[src/rtl/seven_seg_pkg.sv]
// seven_seg_pkg: shared definitions for the seven-segment scanner.
//   ST_BLANK / ST_SHOW : scan FSM state encoding
//   SEG_BLANK          : all cathodes off (active-low)
//   AN_OFF             : all anodes off (active-low)
//   HEX_SEG            : 16-entry active-low {g,f,e,d,c,b,a} hex font
package seven_seg_pkg;

    localparam logic [0:0] ST_BLANK = 1'b0;
    localparam logic [0:0] ST_SHOW  = 1'b1;

    localparam logic [6:0] SEG_BLANK = 7'h7F;
    localparam logic [7:0] AN_OFF    = 8'hFF;

    // Entry 15 first so HEX_SEG[v] selects the glyph for value v.
    localparam logic [15:0][6:0] HEX_SEG = {
        7'h0E, 7'h06, 7'h21, 7'h46,   // F E d C
        7'h03, 7'h08, 7'h10, 7'h00,   // b A 9 8
        7'h78, 7'h02, 7'h12, 7'h19,   // 7 6 5 4
        7'h30, 7'h24, 7'h79, 7'h40    // 3 2 1 0
    };

endpackage

[src/rtl/hex_to_7seg.sv]
// hex_to_7seg: combinational hex-digit to active-low segment decoder.
//   hex   : 4-bit value
//   seg_n : active-low cathodes {g,f,e,d,c,b,a}
module hex_to_7seg
    import seven_seg_pkg::*;
(
    input  logic [3:0] hex,
    output logic [6:0] seg_n
);

    assign seg_n = HEX_SEG[hex];

endmodule

[src/rtl/seven_seg_scan.sv]
// seven_seg_scan: time-multiplexed driver for a 4-digit common-anode display.
// Each digit slot is BLANK_CYCLES of all-off guard followed by SHOW_CYCLES lit.
// The input word is captured once per frame so a frame never mixes old and
// new data.
//   HCLK, HRESET : clock, asynchronous active-high reset
//   D_7SEG       : four hex nibbles, nibble k drives digit k
//   EN_7SEG      : [3:0] digit enables, [7:4] decimal points
//   SEG_n, DP_n  : active-low cathodes / decimal point
//   AN_n         : active-low anodes, [7:4] tied off
//   FRAME_START  : one-cycle pulse on the edge a new frame is captured
module seven_seg_scan
    import seven_seg_pkg::*;
#(
    parameter int SHOW_CYCLES  = 100000,
    parameter int BLANK_CYCLES = 1000
) (
    input  logic        HCLK,
    input  logic        HRESET,
    input  logic [15:0] D_7SEG,
    input  logic [7:0]  EN_7SEG,
    output logic [6:0]  SEG_n,
    output logic        DP_n,
    output logic [7:0]  AN_n,
    output logic        FRAME_START
);

    localparam int MAX_CYC = (SHOW_CYCLES > BLANK_CYCLES) ? SHOW_CYCLES : BLANK_CYCLES;
    localparam int CNT_W   = $clog2(MAX_CYC + 1);
    localparam logic [CNT_W-1:0] SHOW_LAST  = CNT_W'(SHOW_CYCLES - 1);
    localparam logic [CNT_W-1:0] BLANK_LAST = CNT_W'(BLANK_CYCLES - 1);

    logic [0:0]       state, state_nxt;
    logic [CNT_W-1:0] cnt, cnt_nxt;
    logic [1:0]       idx, idx_nxt;
    logic [15:0]      sh_d, sh_d_nxt;
    logic [7:0]       sh_en, sh_en_nxt;
    logic             capture;
    logic             lit;
    logic [3:0]       nib;
    logic [6:0]       dec_seg;

    always_comb begin
        state_nxt = state;
        cnt_nxt   = cnt + 1'b1;
        idx_nxt   = idx;
        capture   = 1'b0;
        case (state)
            ST_BLANK: begin
                if (cnt == BLANK_LAST) begin
                    state_nxt = ST_SHOW;
                    cnt_nxt   = '0;
                    capture   = (idx == 2'd0);
                end
            end
            default: begin
                if (cnt == SHOW_LAST) begin
                    state_nxt = ST_BLANK;
                    cnt_nxt   = '0;
                    idx_nxt   = idx + 2'd1;
                end
            end
        endcase
    end

    // Outputs are computed from next-state values so they change on the
    // same edge as the FSM; on a capture edge that means the live inputs
    // feed the decoder directly, bypassing the shadow registers.
    assign sh_d_nxt  = capture ? D_7SEG  : sh_d;
    assign sh_en_nxt = capture ? EN_7SEG : sh_en;
    assign nib       = sh_d_nxt[{idx_nxt, 2'b00} +: 4];
    assign lit       = (state_nxt == ST_SHOW) && sh_en_nxt[{1'b0, idx_nxt}];

    hex_to_7seg u_dec (
        .hex   (nib),
        .seg_n (dec_seg)
    );

    always_ff @(posedge HCLK or posedge HRESET) begin
        if (HRESET) begin
            state       <= ST_BLANK;
            cnt         <= '0;
            idx         <= '0;
            sh_d        <= '0;
            sh_en       <= '0;
            AN_n        <= AN_OFF;
            SEG_n       <= SEG_BLANK;
            DP_n        <= 1'b1;
            FRAME_START <= 1'b0;
        end else begin
            state       <= state_nxt;
            cnt         <= cnt_nxt;
            idx         <= idx_nxt;
            sh_d        <= sh_d_nxt;
            sh_en       <= sh_en_nxt;
            AN_n        <= lit ? {4'hF, ~(4'b0001 << idx_nxt)} : AN_OFF;
            SEG_n       <= lit ? dec_seg : SEG_BLANK;
            DP_n        <= lit ? ~sh_en_nxt[{1'b1, idx_nxt}] : 1'b1;
            FRAME_START <= capture;
        end
    end

endmodule

[config.mk]
export PLATFORM = sky130hd
export DESIGN_NAME = seven_seg_scan
export DESIGN_NICKNAME = d
export VERILOG_FILES = /design/src/rtl/seven_seg_pkg.sv /design/src/rtl/hex_to_7seg.sv /design/src/rtl/seven_seg_scan.sv
export SDC_FILE = /design/constraint.sdc
export NUM_CORES = 1
export LEC_CHECK = 0
export BUFFER_PORTS_ARGS = -buffer_cell sky130_fd_sc_hd__buf_2
export CAP_MARGIN = 20
export CORE_ASPECT_RATIO = 0.75
export CORE_MARGIN = 5
export CORE_UTILIZATION = 45
export CTS_BUF_LIST = sky130_fd_sc_hd__clkbuf_2
export DETAILED_ROUTE_END_ITERATION = 8
export PLACE_DENSITY = 0.62
export SKIP_CTS_REPAIR_TIMING = 1
export SYNTH_ARGS = -nofsm -noshare
export SYNTH_HDL_FRONTEND = slang
export SYNTH_SLANG_ARGS = --single-unit
export TNS_END_PERCENT = 10
[constraint.sdc]
create_clock -name HCLK -period 6.92 [get_ports HCLK]
set_clock_uncertainty 0.15 [all_clocks]
set_input_delay 1.384 -clock HCLK [delete_from_list [all_inputs] [get_ports HCLK]]
set_output_delay 1.384 -clock HCLK [all_outputs]
set_load 0.02 [all_outputs]
==> results.yml <==
timing:
  slew_headroom: 0.527
  grt_setup_unrepaired: "false"
  drv_slew: 0
  hold_viol: 0
  worstMarginPinSlew_ns: 0.709
  timing.setup.tns_ns: 0
  fin_crit_sh: 0.571
  setup_viol: 0
  period_minus_slack_ns: 3.95
  max_freq_ghz: 0.253
place:
  gp_congestion: 0.807
  io_buffers: 38
  place_hpwl_um: 4470
  place_area_um2: 3170
pwr:
  cellLeakagePower_nw: 1.42
  finalPower_mw: 0.607
  power_frac_comb: 0.045
  seqPwrFrac: 0.554
  powerDensity_nw_per_um2: 184
  switching_share: 0.233
  switchingPower_mw: 0.141
  vdd_drop_max_mv: 0.128
  power_frac_clock: 0.401
  p_int_mw: 0.466
detailed_routing:
  finalWirelength_um: 6170
  antenna_left: 0
  first_pass_iters: 4
  remaining_drc_errors: 0
  viasPerCell: 5.27
  first_iter_violations: 105
  wl_per_cell_um: 15.2
  vias: 2145
cells_and_area:
  final_nets: 355
  layout_commonest_cell: "dfrtp_1"
  layout-drive-gt1-share: 0.276
  antenna_cells: 0
  syn_to_final_growth_pct: 12.4
  postLayoutCellArea_um2: 3300
  final_cell_mix: "45 x dfrtp_1, 41 x nand2_1, 38 x buf_2, 18 x nor2_1, 16 x nand3_1"
clocking:
  path_clk_slew_ns: 0.18
  clk_latency_ns: 0.48
  cts-root-buf: "clkbuf_2"
  cts_max_path_buffers: 2
  cts.sinks: 57
  numCtsBuffers: 9
  htreeDepth: 3
  cts_tree: "done"
setup_path:
  timing.rr.start: "cnt[11]"
  end_kind: "register"
  required_ns: 7.19
  crit_path_start: "cnt[11]"
  rr_endpoint: "SEG_n[3]"
  reg2reg_slack_ns: 2.97
  crit_end: "SEG_n[3]"
  r2r_cells: 12
  start_kind: "register"
  path_max_fanout: 13
  crit_type: "reg2reg"
  worstPathArrival_ns: 4.22
logic_synthesis:
  ys.warnings.count: 0
  syn_avg_cell_area_um2: 10.5
  synth.area.top_cells: "dfrtp_1 38%, dfstp_2 11%, nand2_1 5.2%, mux2_2 3.4%, ha_1 3.4%"
  async_flop_share: 1.00
  synth_top_area_frac: 0.383
  synthCells: 279
  seq_area_frac_synth: 0.491
  synthFlopType: "dfrtp_1"
  ys_ff_latch: 57
  synth_top_area_cell: "dfrtp_1"
  synthesis.area_um2: 2940
  synth_edf_count: 0
  ys_types: 50
job:
  cap_violations: 0
floorplanning:
  initial_core_util: 0.465
  die_y_um: 80.0
  core_um2: 6320
  die-area_um2: 8260
  row_count: 25
  ios: 43
  fp.dieW_um: 103
global_routing:
  grt_max_degree: 58
  grt_pass1_wl_um: 10400
  grt_pass1_vias: 2151
  antenna_found_initial: 0
  gr-total-overflow: 0
  track_usage: 0.166
outcome:
  status: "complete, no violations"
min_path:
  hold_path_class: "reg2reg"
  min_from: "sh_en[4]"
==> worst min-delay path by stage <==
stage / cells after the start / to
after floorplan: 2 / sh_en[1]
after global placement: 2 / sh_en[3]
after detailed placement: 2 / sh_en[7]
after CTS: 2 / sh_en[7]
after global routing: 2 / sh_en[7]
final: 2 / sh_en[4]
==> cells in the mapped netlist (all sizes together), types with 3 or more instances <==
master	instances
a22oi	8
and2	8
and3	3
buf	11
dfrtp	45
dfstp	12
ha	8
inv	11
mux2	10
mux2i	9
nand2	41
nand2b	4
nand3	16
nand4	6
nor2	18
nor4	6
o211ai	5
o21ai	10
o221ai	4
or4	4
xnor2	6
xor2	10
==> stage by stage <==
step                      instances  setup WS (ns)  utilization  hold slack (ns)
final                           407           2.97        0.523            0.339
after global routing            407           2.77        0.523            0.366
after CTS                       407           3.01        0.523            0.340
after global placement          391           3.12        0.502            0.301
after detailed placement        391           3.01        0.502            0.300
after floorplan                 282           3.58            -            0.283
==> state kept, by name, summed over array words and instances, names as in the netlist <==
| name | count |
|---|---|
| cnt | 17 |
| SEG_n | 7 |
| AN_n | 4 |
| sh_d | 16 |
| state | 1 |
| FRAME_START | 1 |
| DP_n | 1 |
| idx | 2 |
| sh_en | 8 |
==> power groups by stage <==
| stage | logic [mW] | registers [mW] | clock network [mW] |
|---|---|---|---|
| 6_report | 0.0271 | 0.337 | 0.244 |
| 5_1_grt | 0.0309 | 0.337 | 0.269 |
| 4_1_cts | 0.0277 | 0.337 | 0.252 |
| 3_5_place_dp | 0.0277 | 0.342 | 0 |
| 3_3_place_gp | 0.0275 | 0.342 | 0 |
| 2_1_floorplan | 0.0176 | 0.342 | 0 |
==> kinds of logic (layout without fill, tap and decap cells) <==
logic type	after synthesis	in the layout	synth area share
compound gates	35	35	0.0822
fa+ha+maj	8	8	0.0341
xor+xnor	16	16	0.0477
other cells	1	4	0.00128
flops	57	57	0.491
mux	19	19	0.0690
buf+inv	24	68	0.0460
simple gates	119	119	0.229
==> worst max-delay path, stage by stage (launching register included) <==
cell and delay, ns:
dfrtp_1 0.44, or4_4 0.58, nor4_1 0.28, buf_4 0.23
nand2_1 0.33, mux2_2 0.42, a21boi_0 0.16, nor4_4 0.50
inv_1 0.14, ha_1 0.26, mux2i_1 0.16, mux2i_1 0.08
nand2b_1 0.16
==> final cells by class <==
class,instances,area (um2)
Clock inverter,6,82.6
Inverter,11,41.3
Multi-Input combinational cell,201,1370
Timing Repair Buffer,41,213
Clock buffer,10,50.0
Sequential cell,57,1440
Tap cell,81,101
Fill cell,572,3020
==> layer usage <==
metal	vias up	global-route usage	part of all wire
met4	0	0.0647	0.011
met3	7	0.0541	0.061
met5	-	0	0
li1	1060	-	-
met2	64	0.226	0.42
met1	1014	0.241	0.51
Note: power is estimated with default switching activity, not from simulation.
